## src/rtl/rob_sched_pkg.sv

```systemverilog
// Shared types and defaults for the ROB insert scheduler.
// ROB_DEPTH / ROB_BITWIDTH may be overridden on the command line.
`ifndef ROB_DEPTH
`define ROB_DEPTH 8
`endif
`ifndef ROB_BITWIDTH
`define ROB_BITWIDTH 8
`endif

package rob_sched_pkg;

  typedef enum logic {IDLE, ISSUE} sched_state_e;

  localparam int ROB_SCHED_NREQ     = 4;
  localparam int ROB_SCHED_DEPTH    = `ROB_DEPTH;
  localparam int ROB_SCHED_BITWIDTH = `ROB_BITWIDTH;

  function automatic int rr_next(input int idx, input int n);
    return (idx + 1 >= n) ? 0 : idx + 1;
  endfunction

endpackage

```

## src/rtl/rob_ins_scheduler_if.sv

```systemverilog
// Dispatch, functional-unit and ROB-facing signals of the insert scheduler.
// master = scheduler side, slave = dispatch/FU/ROB environment side.
interface rob_ins_scheduler_if
  import rob_sched_pkg::*;
#(
  parameter int p_depth    = ROB_SCHED_DEPTH,
  parameter int p_ptrwidth = $clog2(p_depth),
  parameter int p_bitwidth = ROB_SCHED_BITWIDTH,
  parameter int p_nreq     = ROB_SCHED_NREQ
) ();

  logic                                  alloc_en;
  logic                                  alloc_cpl;
  logic [p_ptrwidth-1:0]                 alloc_sn;
  logic [p_nreq-1:0]                     req_val;
  logic [p_nreq-1:0][p_ptrwidth-1:0]     req_sn;
  logic [p_nreq-1:0][p_bitwidth-1:0]     req_data;
  logic [p_nreq-1:0]                     req_grant;
  logic                                  rob_ins_en;
  logic                                  rob_ins_cpl;
  logic [p_ptrwidth-1:0]                 rob_ins_sn;
  logic [p_bitwidth-1:0]                 rob_ins_data;
  logic                                  rob_deq_cpl;
  logic [p_ptrwidth:0]                   inflight;

  modport master (
    input  alloc_en, req_val, req_sn, req_data, rob_ins_cpl, rob_deq_cpl,
    output alloc_cpl, alloc_sn, req_grant, rob_ins_en, rob_ins_sn, rob_ins_data, inflight
  );

  modport slave (
    output alloc_en, req_val, req_sn, req_data, rob_ins_cpl, rob_deq_cpl,
    input  alloc_cpl, alloc_sn, req_grant, rob_ins_en, rob_ins_sn, rob_ins_data, inflight
  );

endinterface

```

## src/rtl/rob_rr_arbiter.sv

```systemverilog
// Combinational round-robin pick: first unmasked request at or after ptr_i, with wrap.
// Zero latency; no backpressure (pure function of inputs).
module rob_rr_arbiter #(
  parameter int p_nreq = 4
) (
  input  logic [p_nreq-1:0]         req_i,
  input  logic [$clog2(p_nreq)-1:0] ptr_i,
  input  logic [p_nreq-1:0]         mask_i,
  output logic [p_nreq-1:0]         grant_o,
  output logic [$clog2(p_nreq)-1:0] idx_o,
  output logic                      any_o
);

  localparam int IW = $clog2(p_nreq);

  int            jj;
  logic [IW-1:0] j;
  logic          found;

  always_comb begin
    grant_o = '0;
    idx_o   = '0;
    found   = 1'b0;
    jj      = 0;
    j       = '0;
    for (int i = 0; i < p_nreq; i++) begin
      jj = int'(ptr_i) + i;
      if (jj >= p_nreq) jj = jj - p_nreq;
      j = IW'(jj);
      if (!found && req_i[j] && !mask_i[j]) begin
        found      = 1'b1;
        grant_o[j] = 1'b1;
        idx_o      = j;
      end
    end
    any_o = found;
  end

endmodule

```

## src/rtl/rob_ins_scheduler.sv

```systemverilog
// ROB front end: in-order SN allocation bounded by depth, round-robin share of the insert port.
// Optional ROB_SCHED_BACK2BACK_EN re-arbitrates on completion for one insert per cycle.
module rob_ins_scheduler
  import rob_sched_pkg::*;
#(
  parameter int p_depth    = ROB_SCHED_DEPTH,
  parameter int p_ptrwidth = $clog2(p_depth),
  parameter int p_bitwidth = ROB_SCHED_BITWIDTH,
  parameter int p_nreq     = ROB_SCHED_NREQ
) (
  input logic                 clk,
  input logic                 rst_n,
  rob_ins_scheduler_if.master bus
);

  localparam int IW = $clog2(p_nreq);

  // ---------------- allocator ----------------
  logic [p_ptrwidth-1:0] tail_q, tail_d;
  logic [p_ptrwidth:0]   inflight_q, inflight_d;
  logic                  alloc_ok, deq_ok;

  // rst_n gate keeps alloc_cpl low while reset is held, even with alloc_en high
  assign alloc_ok = rst_n && bus.alloc_en && (inflight_q < (p_ptrwidth+1)'(p_depth));
  assign deq_ok   = bus.rob_deq_cpl && (inflight_q != '0);

  always_comb begin
    tail_d     = alloc_ok ? tail_q + p_ptrwidth'(1) : tail_q;
    inflight_d = inflight_q + (p_ptrwidth+1)'(alloc_ok) - (p_ptrwidth+1)'(deq_ok);
  end

  always_ff @(posedge clk or negedge rst_n) begin
    if (!rst_n) begin
      tail_q     <= '0;
      inflight_q <= '0;
    end else begin
      tail_q     <= tail_d;
      inflight_q <= inflight_d;
    end
  end

  assign bus.alloc_cpl = alloc_ok;
  assign bus.alloc_sn  = tail_q;
  assign bus.inflight  = inflight_q;

  // ---------------- insert scheduler ----------------
  sched_state_e            state_q;
  logic [IW-1:0]           rr_ptr_q, idx_q, idx_nxt, arb_ptr, arb_idx;
  logic [p_nreq-1:0]       grant_q, arb_mask, arb_grant;
  logic                    arb_any;
  logic [p_ptrwidth-1:0]   sn_q;
  logic [p_bitwidth-1:0]   data_q;

  assign idx_nxt = IW'(rr_next(int'(idx_q), p_nreq));

`ifdef ROB_SCHED_BACK2BACK_EN
  // During a completing ISSUE, arbitrate as if rr_ptr had already advanced past idx_q.
  assign arb_ptr  = (state_q == ISSUE) ? idx_nxt : rr_ptr_q;
  assign arb_mask = (state_q == ISSUE) ? grant_q : '0;
`else
  assign arb_ptr  = rr_ptr_q;
  assign arb_mask = '0;
`endif

  rob_rr_arbiter #(.p_nreq(p_nreq)) u_arb (
    .req_i   (bus.req_val),
    .ptr_i   (arb_ptr),
    .mask_i  (arb_mask),
    .grant_o (arb_grant),
    .idx_o   (arb_idx),
    .any_o   (arb_any)
  );

  always_ff @(posedge clk or negedge rst_n) begin
    if (!rst_n) begin
      state_q  <= IDLE;
      rr_ptr_q <= '0;
      idx_q    <= '0;
      grant_q  <= '0;
      sn_q     <= '0;
      data_q   <= '0;
    end else begin
      case (state_q)
        IDLE: begin
          if (arb_any) begin
            idx_q   <= arb_idx;
            grant_q <= arb_grant;
            sn_q    <= bus.req_sn[arb_idx];
            data_q  <= bus.req_data[arb_idx];
            state_q <= ISSUE;
          end
        end
        ISSUE: begin
          if (bus.rob_ins_cpl) begin
            rr_ptr_q <= idx_nxt;
`ifdef ROB_SCHED_BACK2BACK_EN
            if (arb_any) begin
              idx_q   <= arb_idx;
              grant_q <= arb_grant;
              sn_q    <= bus.req_sn[arb_idx];
              data_q  <= bus.req_data[arb_idx];
            end else begin
              state_q <= IDLE;
            end
`else
            state_q <= IDLE;
`endif
          end
        end
        default: state_q <= IDLE;
      endcase
    end
  end

  assign bus.rob_ins_en   = (state_q == ISSUE);
  assign bus.rob_ins_sn   = sn_q;
  assign bus.rob_ins_data = data_q;
  assign bus.req_grant    = (state_q == ISSUE && bus.rob_ins_cpl) ? grant_q : '0;

`ifndef SYNTHESIS
  deq_underflow_a: assert property (@(posedge clk) disable iff (!rst_n)
                                    !(bus.rob_deq_cpl && inflight_q == '0))
    else $warning("rob_deq_cpl with no SN in flight; ignored");
`endif

endmodule

```

## src/flat_wrapper.sv

```systemverilog
// flat-port wrapper written by rule: the top's interface ports become plain ports
module rob_ins_scheduler_flat import rob_sched_pkg::*;
#(
  parameter int p_depth    = ROB_SCHED_DEPTH,
  parameter int p_ptrwidth = $clog2(p_depth),
  parameter int p_bitwidth = ROB_SCHED_BITWIDTH,
  parameter int p_nreq     = ROB_SCHED_NREQ
)
  (clk, rst_n, bus_alloc_en, bus_req_val, bus_req_sn, bus_req_data, bus_rob_ins_cpl, bus_rob_deq_cpl, bus_alloc_cpl, bus_alloc_sn, bus_req_grant, bus_rob_ins_en, bus_rob_ins_sn, bus_rob_ins_data, bus_inflight);
  rob_ins_scheduler_if #(.p_depth(p_depth), .p_ptrwidth(p_ptrwidth), .p_bitwidth(p_bitwidth), .p_nreq(p_nreq)) bus_i ();
  input logic clk;
  input logic rst_n;
  input wire logic [$bits(bus_i.alloc_en)-1:0] bus_alloc_en;
  input wire logic [$bits(bus_i.req_val)-1:0] bus_req_val;
  input wire logic [$bits(bus_i.req_sn)-1:0] bus_req_sn;
  input wire logic [$bits(bus_i.req_data)-1:0] bus_req_data;
  input wire logic [$bits(bus_i.rob_ins_cpl)-1:0] bus_rob_ins_cpl;
  input wire logic [$bits(bus_i.rob_deq_cpl)-1:0] bus_rob_deq_cpl;
  output wire logic [$bits(bus_i.alloc_cpl)-1:0] bus_alloc_cpl;
  output wire logic [$bits(bus_i.alloc_sn)-1:0] bus_alloc_sn;
  output wire logic [$bits(bus_i.req_grant)-1:0] bus_req_grant;
  output wire logic [$bits(bus_i.rob_ins_en)-1:0] bus_rob_ins_en;
  output wire logic [$bits(bus_i.rob_ins_sn)-1:0] bus_rob_ins_sn;
  output wire logic [$bits(bus_i.rob_ins_data)-1:0] bus_rob_ins_data;
  output wire logic [$bits(bus_i.inflight)-1:0] bus_inflight;
  assign bus_i.alloc_en = bus_alloc_en;
  assign bus_i.req_val = bus_req_val;
  assign bus_i.req_sn = bus_req_sn;
  assign bus_i.req_data = bus_req_data;
  assign bus_i.rob_ins_cpl = bus_rob_ins_cpl;
  assign bus_i.rob_deq_cpl = bus_rob_deq_cpl;
  assign bus_alloc_cpl = bus_i.alloc_cpl;
  assign bus_alloc_sn = bus_i.alloc_sn;
  assign bus_req_grant = bus_i.req_grant;
  assign bus_rob_ins_en = bus_i.rob_ins_en;
  assign bus_rob_ins_sn = bus_i.rob_ins_sn;
  assign bus_rob_ins_data = bus_i.rob_ins_data;
  assign bus_inflight = bus_i.inflight;
  rob_ins_scheduler #(.p_depth(p_depth), .p_ptrwidth(p_ptrwidth), .p_bitwidth(p_bitwidth), .p_nreq(p_nreq)) u_core (.clk(clk), .rst_n(rst_n), .bus(bus_i));
endmodule
```

## config.mk

```make
export PLATFORM = sky130hd
export DESIGN_NAME = rob_ins_scheduler_flat
export DESIGN_NICKNAME = d
export VERILOG_FILES = /design/src/rtl/rob_sched_pkg.sv /design/src/rtl/rob_ins_scheduler_if.sv /design/src/rtl/rob_rr_arbiter.sv /design/src/rtl/rob_ins_scheduler.sv /design/src/flat_wrapper.sv
export SDC_FILE = /design/constraint.sdc
export NUM_CORES = 1
export LEC_CHECK = 0
export CAP_MARGIN = 10
export CORE_ASPECT_RATIO = 0.9
export CORE_MARGIN = 5
export CORE_UTILIZATION = 49
export CTS_CLUSTER_DIAMETER = 100
export CTS_CLUSTER_SIZE = 8
export DETAILED_ROUTE_END_ITERATION = 16
export GPL_ROUTABILITY_DRIVEN = 1
export PLACE_DENSITY = 0.93
export SKIP_LAST_GASP = 1
export SLEW_MARGIN = 20
export SYNTH_ARGS = -nofsm -noshare
export SYNTH_HDL_FRONTEND = slang
export SYNTH_HIERARCHICAL = 1
export SYNTH_SLANG_ARGS = --single-unit
export TNS_END_PERCENT = 50
```

## constraint.sdc

```tcl
create_clock -name clk -period 5 [get_ports clk]
set_input_delay 1 -clock clk [delete_from_list [all_inputs] [get_ports clk]]
set_output_delay 1 -clock clk [all_outputs]
set_load 0.005 [all_outputs]
```

# Word-level counts from Yosys, hierarchy flattened
# Cells that the tools add are included.
dict set report totals {
  register_bits 27
  latch_bits 0
  mem_bits_rw 0
  mem_bits_ro 0
  output_inout_bits 24
  wordCells 112
  mem_count 0
}
dict set report classes {
  n_addsub 11
  multipliers 0
  div_mod_pow 0
  order_cmp 15
  eq_ne 0
  shifts 0
  n_mux 49
  n_bitwise 4
  reduce_logical 25
}
# op count
set ops {}
lappend ops {{2-to-1 mux 4 bit} 5}
lappend ops {{2-to-1 mux 1 bit} 18}
lappend ops {{2-to-1 mux 2 bit} 9}
lappend ops {{binary-select mux 1 bit (select 2 bit)} 8}
lappend ops {{binary-select mux 8 bit (select 2 bit)} 1}
lappend ops {{logical AND 1 bit} 15}
lappend ops {{less-than comparator 2 x 3 -> 1 bit, second input constant} 5}
lappend ops {{greater-or-equal comparator 3 bit, second input constant} 4}
lappend ops {{OR 4 bit} 3}
lappend ops {{demux 1 bit (select 2 bit)} 4}
lappend ops {{greater-or-equal comparator 2 x 1 -> 1 bit, second input constant} 4}
lappend ops {{2-to-1 mux 8 bit} 1}
lappend ops {{subtractor 2 x 1 -> 2 bit, second input constant} 4}
lappend ops {{logical NOT 1 bit} 7}
lappend ops {{adder 2 x 1 -> 3 bit, second input constant} 2}
lappend ops {{adder 2 x 2 -> 3 bit, second input constant} 2}
lappend ops {{binary-select mux 3 bit (select 2 bit)} 1}
lappend ops {{adder 4 x 1 -> 4 bit} 1}
lappend ops {{less-than comparator 4 bit, second input constant} 1}
lappend ops {{AND reduction 2 bit} 2}
lappend ops {{nonzero test 4 bit} 1}
lappend ops {{subtractor 4 x 1 -> 4 bit} 1}
lappend ops {{adder 3 x 1 -> 3 bit, second input constant} 1}
lappend ops {{greater-or-equal comparator 2 x 3 -> 1 bit, second input constant} 1}
lappend ops {{other kinds (3)} 3}

# Logic depth before layout (Yosys ltp)
# Gate-level depths: netlist of the first run.
dict set report depth {
  depth_word 21
  mapped_depth 11
  mapped_depth_nobuf 9
}

# Modules after synthesis
# Netlist of the first run, hierarchy kept.
# module n_inst cells_each area_each_um2
set modules_own_cells {}
lappend modules_own_cells {rob_ins_scheduler 1 127 1524.0}
lappend modules_own_cells {rob_rr_arbiter 1 75 574.3}

# Worst setup path before layout of the first run
# Ideal clock, no wire load.
dict set report synth_timing {
  kind {input -> register}
  from {input bus_req_val[0]}
  to {register u_core.data_q[0], in the netlist u_core/bus.rob_ins_data[0]}
  setup_time_ns 0.132
  t_arrival_ns 2.741
  setup_slack_ns 2.127
  path_stages 8
  path_buffers 2
  cell_sequence {nor2b_1 > mux4_2 > or4_1 > nand2b_4 > buf_6 > or2_4 > buf_6 > o221ai_2}
}
dict set report synth_via {
  elab_cells_between_ends 29
  classes_between {mux: 18; reduce/logical: 11}
}
# item line
set synth_lines {}
lappend synth_lines {{start, declared} flat_wrapper.sv:14} ;# input wire logic [$bits(bus_i.req_val)-1:0] bus_req_val;
lappend synth_lines {{binary-select mux 1 bit (select 2 bit)} rob_rr_arbiter.sv:30} ;# if (!found && req_i[j] && !mask_i[j]) begin
lappend synth_lines {{2-to-1 mux 1 bit (implied by the code)} rob_rr_arbiter.sv:30}
lappend synth_lines {{logical AND 1 bit} rob_rr_arbiter.sv:30}
lappend synth_lines {{2-to-1 mux 1 bit} rob_rr_arbiter.sv:30}
lappend synth_lines {{logical NOT 1 bit} rob_rr_arbiter.sv:30}
lappend synth_lines {{logical AND 1 bit (2 in series)} rob_rr_arbiter.sv:30}
lappend synth_lines {{2-to-1 mux 1 bit} rob_rr_arbiter.sv:30}
lappend synth_lines {{logical NOT 1 bit} rob_rr_arbiter.sv:30}
lappend synth_lines {{logical AND 1 bit (2 in series)} rob_rr_arbiter.sv:30}
lappend synth_lines {{2-to-1 mux 1 bit} rob_rr_arbiter.sv:30}
lappend synth_lines {{logical NOT 1 bit} rob_rr_arbiter.sv:30}
lappend synth_lines {{logical AND 1 bit (2 in series)} rob_rr_arbiter.sv:30}
lappend synth_lines {{2-to-1 mux 1 bit (*)} rob_rr_arbiter.sv:30}
lappend synth_lines {{via u_core.arb_any} rob_ins_scheduler.sv:50} ;# logic arb_any;
lappend synth_lines {{AND reduction 2 bit (no line) (*)} -}
lappend synth_lines {{end signal, assigned} rob_ins_scheduler.sv:89} ;# data_q <= bus.req_data[arb_idx];
lappend synth_lines {{end, declared} rob_ins_scheduler.sv:52} ;# logic [p_bitwidth-1:0] data_q;
# Mark *: on every way through the listed nets, which the timed path passes. The rest lies on a longest branch. The select of a mux whose other input is x is not followed.
# A chain may end at the register's enable or synchronous reset.

# Worst setup path in the final report of the first run
dict set report layout_timing {
  from {input rst_n}
  to {output bus_alloc_cpl}
}
dict set report layout_via {
  elab_chain_cells 2
}
# item line
set layout_rtl {}
lappend layout_rtl {{start, declared} flat_wrapper.sv:12} ;# input logic rst_n;
lappend layout_rtl {{logical AND 1 bit (2 in series)} rob_ins_scheduler.sv:24} ;# assign alloc_ok = rst_n && bus.alloc_en && (inflight_q < (p_ptrwidth+1)'(p_depth));
lappend layout_rtl {{end, declared} flat_wrapper.sv:19} ;# output wire logic [$bits(bus_i.alloc_cpl)-1:0] bus_alloc_cpl;
# Every way passes these cells.

==> key figures, run 1 <==
Placed design
  – Port-buffer cells: 76
  – Post-DP HPWL: 4380 um
  – Pre-CTS setup slack: 1170 ps
  – RePlAce Congestion: 0.869

Power and ir drop
  – Static Leak: 0.00126 uW
  – Peak supply drop: 0.364 mV
  – Pwr dens: 568 nW/um^2

STA
  – Unrepaired setup endpoints after global routing: no
  – Max-slew headroom: 48.7%
  – Fin Setup TNS: 0 ps
  – Slew Viols, Final: 0
  – Post-route minimum period: 3680 ps
  – Fmax: 0.272 GHz
  – Clock Skew: 7.93 ps
  – Worst-Margin Slew: 767 ps
  – Setup violations, final: 0
  – Final Hold Fails: 0
  – Setup ws final: 1320 ps
  – Period utilisation layout: 73.6%

Yosys
  – Syn. warnings: 6
  – Count of cell types in the netlist: 47
  – Top_reg_cell synth: dfrtp_1
  – Area contributors post-synth: dfrtp_1 (32%), mux2i_1 (10%), ha_1 (8.3%), o221ai_2 (7.2%), mux2_2 (3.8%)
  – Cells after synthesis: 202
  – Synth top cells by count: dfrtp_1 (27), mux2i_1 (22), nand2_1 (21)
  – Seq/Total Area, Yosys: 32.2%
  – Post-synthesis register bit count: 27
  – Post-synth ARST share: 100%
  – Avg Cell Area, Syn: 10.4 sq um
  – Synth area leader: dfrtp_1
  – EDFF count, synth: 0
  – Top-area cell type share of the netlist area: 32.2%
  – Most common cell in the netlist: dfrtp_1
  – Mapped Area: 2100 sq um

Critical path
  – Type of the worst setup path: input port to output port
  – Crit path DAT: 2680 ps
  – Crit path max-delay family: buffers and inverters
  – Worst R2R Setup Slack: 1750 ps
  – Crit-path cells: clkdlybuf4s50_1, buf_4, and3b_1, clkdlybuf4s50_1
  – CP startpoint: rst_n
  – CP Capture Type: output port
  – Worst path bufs/invs: 3
  – Crit-path slowest cell: clkdlybuf4s50_1
  – Worst EP required: 4000 ps
  – Crit path launch type: input port
  – Worst-path fanout max: 28
  – Worst R2R Start: u_core/arb_ptr[0]$_DFFE_PN0P_
  – Most common cell type on the critical path: clkdlybuf4s50_1
  – Critical Path Max Stage Delay: 550 ps

Global route
  – Vias in the first global route: 1929
  – Grt ovf: 0
  – Largest net degree at the start of global routing: 29
  – GRT Util Overall: 20.4%
  – Global-route wire length before repair: 9340 um
  – Initial antenna violation count: 0

Floorplanning
  – Cell row count: 22
  – Height of the die: 72.1 um
  – Die ar.: 5690 sq um
  – Top-Level Pins: 77
  – Core area: 4100 sq um
  – Chip Width: 79.0 um
  – Starting density of the core: 51.2%

Route
  – Final wirelength: 5670 um
  – Via density: 5.70
  – Remaining DRCs: 0
  – Pre-antenna DRT Iters: 4
  – DR WL/cell: 17.1 um
  – DRT iter0 DRCs: 244
  – Post-route ant nets: 0
  – Via count: 1893

CTS
  – Hold Buf Count CTS: 0
  – H-tree levels: 1
  – CTS tree: done
  – Total CTS buffers: 3
  – Post-cts resize count: 0
  – Post-CTS Repair Setup Buffers: 0
  – Clock transition at path regs: 80 ps
  – Worst-skew pair later-pin latency: 270 ps
  – Clock sink count: 27
  – Root buffer cell: clkbuf_8
  – Clock Path Buffers: 2

Finish
  – Ant. Diodes: 0
  – Net count, final: 353
  – Reg area: 676 sq um
  – Fill cell count: 286
  – Share of cells above drive strength 1: 10.9%
  – Area of the multi-input gates: 1340 sq um
  – Area growth, synth to finish: 40.3%

Hold path
  – Worst hold-check path type: flop to flop
  – Min-delay src: u_core/bus.alloc_sn[2]$_DFFE_PN0P_

Outcome
  – Status: completed

Flow run
  – MaxCap Viol Count: 0
[kinds of logic (layout without fill, tap and decap cells)]
kind of cell	after synthesis	in the layout	synth area share, %
AND/OR/NAND/NOR	61	61	17.4
buffers and inverters	24	94	6.32
XOR/XNOR	4	4	1.67
multiplexers	31	31	16.4
AO/OA/AOI/OAI	39	39	16.6
other	1	13	0.179
flip-flops	27	27	32.2
adder cells (fa/ha/maj)	15	15	9.30
[worst register-to-register path, stage by stage (launching register included)]
cell and delay (ps):
dfrtp_1 740, inv_4 120, ha_1 390, mux4_2 420, or4_1 630, nand3_1 570
o221ai_1 250
[power breakdown]
part	internal, uW	switching [uW]
logic	570	535
clock network	55.8	65.3
registers	335	111
total	961	711
[final timing paths]
kind	cells past startpoint	endpoint
worst max-delay path	4	bus_alloc_cpl
worst min-delay path	1	u_core/bus.alloc_sn[2]$_DFFE_PN0P_
worst max register to register	6	u_core/bus.rob_ins_data[2]$_DFFE_PN0P_
worst min register to register	1	u_core/bus.alloc_sn[2]$_DFFE_PN0P_
max in group asynchronous	2	u_core/arb_ptr[1]$_DFFE_PN0P_
min in group asynchronous	2	u_core/bus.rob_ins_sn[0]$_DFFE_PN0P_
[final cells by class]
cell class,count,share of cell area (%)
clock inverter,1,0.170
clock buffer,3,1.40
multi-input combinational,163,45.5
inverter,12,1.61
tap,48,2.04
timing repair buffer,78,26.3
sequential,27,22.9
[metal layers]
layer  share of wire, %  GRT usage, %  vias to the layer above
met4                1.5          4.58                        0
met3                5.8          3.60                        8
met1                 39          24.9                      907
met5                  0             0                        -
met2                 53          37.5                       77
li1                   -             -                      901
[sequential cells by signal, summed over array words and instances (netlist names)]
signal,cells
u_core/idx_q,2
u_core/bus.rob_ins_en,1
u_core/arb_ptr,2
u_core/grant_q,4
u_core/bus.rob_ins_data,8
u_core/bus.alloc_sn,3
u_core/bus.inflight,4
u_core/bus.rob_ins_sn,3
[metrics by stage]
stage / cells / hold slack, ps / total power, uW / util (%) / instance area [sq um]
after global routing: 332 / 529 / 1810 / 71.8 / 2940
after global placement: 328 / 466 / 1490 / 70.7 / 2900
after detailed placement: 328 / 465 / 1540 / 70.7 / 2900
after floorplan: 214 / 459 / 1210 / - / 2140
after CTS: 332 / 487 / 1670 / 71.8 / 2940
final: 332 / 475 / 1670 / 71.8 / 2940
[cells in the final DEF (no fill, tap or decap), types with 3 or more instances in the layout]
cell             count
a2111oi_0            4
a211oi_1             4
a21oi_1              8
and3_1               4
clkbuf_8             3
clkdlybuf4s50_1     76
conb_1              13
dfrtp_1             27
ha_1                14
inv_1               10
mux2_2               7
mux2i_1             22
nand2_1             21
nand2b_1             4
nand3_1              5
nor2_1               5
nor2b_1              5
nor4b_1              4
o21ai_0              3
o221ai_2            10
(Power assumes the default switching activity.)
==> run 2, diff against run 1 <==
- CORE_UTILIZATION: 49 -> 41
- PLACE_DENSITY: 0.93 -> 0.84
- clock period: 5 -> 3.1 ns (I/O delays scaled with it)
==> run 2 against run 1 <==
Sequential share of layout area down 0.93 points. Non-clock buffer count up 10. Setup slack worse by 960 ps. Critical endpoint is now u_core/bus.rob_ins_data[2]$_DFFE_PN0P_. Largest power group unchanged. Design area up 4.2%. Utilization down 9.1 points. Die area up 17%. Hold slack better by 11 ps. Critical path depth up 3.
==> key figures, run 2 (same netlist as run 1, synthesis figures left out) <==
Outcome
  – Status: completed

Finish
  – Share of cells above drive strength 1: 13.9% (+3.0 points)
  – Area growth, synth to finish: 46.2%
  – Ant. Diodes: 0 (unchanged)
  – Most frequent cells in the layout: clkdlybuf4s50_1 (76), dfrtp_1 (27), mux2i_1 (22)
  – Finished Layout Cells: 359 (+8.1%)
  – Net count, final: 363 (+2.8%)
  – Commonest non-fill, non-tap cell in the layout: clkdlybuf4s50_1
  – Max FFs per register: 8 (unchanged)

STA
  – Setup violations, final: 0 (unchanged)
  – Final Hold Fails: 0 (unchanged)
  – Fmax: 0.365 GHz
  – Post-route minimum period: 2740 ps
  – Unrepaired setup endpoints after global routing: no
  – Clock Skew: 8.26 ps (+0.333 ps)
  – Setup ws final: 363 ps (-956 ps)
  – Fin Setup TNS: 0 ps (unchanged)
  – Slew Viols, Final: 0 (unchanged)
  – Period utilisation layout: 88.3%

Floorplanning
  – Cell row count: 24 (+9.1%)
  – Die ar.: 6650 sq um (+17%)
  – Top-Level Pins: 77 (unchanged)
  – Chip Width: 85.4 um (+8.1%)
  – Starting density of the core: 42.9% (-8.3 points)
  – Core area: 4890 sq um (+19%)
  – Height of the die: 77.9 um (+8.0%)

Hold path
  – Worst hold-check path type: flop to flop
  – Hold path depth: 1 (unchanged)

Route
  – Via density: 5.20 (-8.8%)
  – Remaining DRCs: 0 (unchanged)
  – Pre-antenna DRT Iters: 5 (+1)
  – Final wirelength: 5570 um (-1.6%)
  – Via count: 1867 (-1.4%)
  – Post-route ant nets: 0 (unchanged)
  – DR WL/cell: 15.5 um (-9.0%)
  – DRT iter0 DRCs: 140 (-43%)

Global route
  – Initial antenna violation count: 0 (unchanged)
  – GRT Util Overall: 17.0% (-3.4 points)
  – Vias in the first global route: 1909 (-1.0%)
  – Largest net degree at the start of global routing: 28 (-3.4%)
  – Grt ovf: 0 (unchanged)
  – Global-route wire length before repair: 9380 um (+0.37%)

Placed design
  – Placed cells: 355 (+8.2%)
  – Post-DP HPWL: 4490 um (+2.6%)
  – Pre-CTS setup slack: 62.6 ps (-1110 ps)
  – RePlAce Congestion: 0.913 (+5.0%)
  – Port-buffer cells: 76 (unchanged)

Critical path
  – Crit-path cells: clkdlybuf4s50_1, nor2b_1, mux4_2, or4_1, nand2b_4, or2_4, o221ai_1
  – Crit-path slowest cell: or4_1
  – Worst EP required: 3260 ps (-740 ps)
  – Critical Path Max Stage Delay: 610 ps (+60 ps)
  – Worst-path fanout max: 11 (-61%)
  – Type of the worst setup path: input port to flop
  – Crit path max-delay family: simple AND/OR/NAND/NOR gates
  – Crit path DAT: 2890 ps (+210 ps)
  – Reg2Reg Depth: 8 (+2)
  – Worst path bufs/invs: 1 (-2)
  – CP Depth: 7 (+3)
  – Crit path launch type: input port
  – CP Capture Type: flop

CTS
  – Clock transition at path regs: 100 ps (+20 ps)
  – Post-cts resize count: 0 (unchanged)
  – Clock Path Buffers: 2 (unchanged)
  – Worst-skew pair later-pin latency: 280 ps (about the same)
  – Clock sink count: 27 (unchanged)
  – H-tree levels: 1 (unchanged)
  – Hold Buf Count CTS: 0 (unchanged)
  – Total CTS buffers: 3 (unchanged)
  – CTS tree: done
  – Post-CTS Repair Setup Buffers: 0 (unchanged)
  – Root buffer cell: clkbuf_8

Flow run
  – MaxCap Viol Count: 0 (unchanged)

Power and ir drop
  – Peak supply drop: 0.573 mV (+57%)
  – Pwr dens: 917 nW/um^2 (+61%)
  – Static Leak: 0.00132 uW (+4.4%)
[run 2: worst register-to-register path: stages (launching register included)]
cell      delay, ps
dfrtp_1         410
buf_4           210
or4b_1          580
and4_4          240
o221a_1         200
o22ai_1         230
nand3_1         170
buf_12          190
o221ai_2        190
[run 2: area by class of cell]
type	count	area (sq um)
clock buffers	3	41.3
well taps	65	81.3
repair buffers	88	876
clock inverters	1	7.51
flip-flops and latches	27	676
multi-input cells	163	1340
inverters	12	47.5
fillers	395	1830
[run 2: report_power, final]
| group | internal, uW | total [uW] | switching [uW] |
|---|---|---|---|
| Clock | 91.4 | 206 | 115 |
| Sequential | 541 | 663 | 122 |
| Combinational | 1020 | 1940 | 928 |
[run 2: worst paths after layout]
kind | slack [ps] | startpoint | to
worst max-delay path | 360 | bus_req_val[2] | u_core/bus.rob_ins_data[2]$_DFFE_PN0P_
worst min-delay path | 490 | u_core/bus.alloc_sn[2]$_DFFE_PN0P_ | u_core/bus.alloc_sn[2]$_DFFE_PN0P_
worst max register to register | 600 | u_core/arb_ptr[0]$_DFFE_PN0P_ | u_core/bus.rob_ins_data[6]$_DFFE_PN0P_
worst min register to register | 490 | u_core/bus.alloc_sn[2]$_DFFE_PN0P_ | u_core/bus.alloc_sn[2]$_DFFE_PN0P_
max in group asynchronous | 2090 | rst_n | u_core/bus.rob_ins_sn[1]$_DFFE_PN0P_
min in group asynchronous | 750 | rst_n | u_core/idx_q[0]$_DFFE_PN0P_
[run 2: per-layer routing]
layer / GRT usage (%) / up-vias / share of wire [%]
met5: 0 / - / 0
met4: 3.01 / 0 / 1.2
met3: 3.39 / 9 / 5.5
met2: 30.0 / 57 / 53
met1: 21.7 / 879 / 41
li1: - / 922 / -
[run 2: stage by stage]
stage / hold WS, ps / util [%] / power (uW) / area, sq um
after global routing: 528 / 62.7 / 3060 / 3070
after floorplan: 324 / - / 1960 / 2140
final: 486 / 62.7 / 2810 / 3070
after global placement: 471 / 61.7 / 2540 / 3020
after detailed placement: 462 / 61.7 / 2610 / 3020
after CTS: 492 / 62.7 / 2830 / 3070
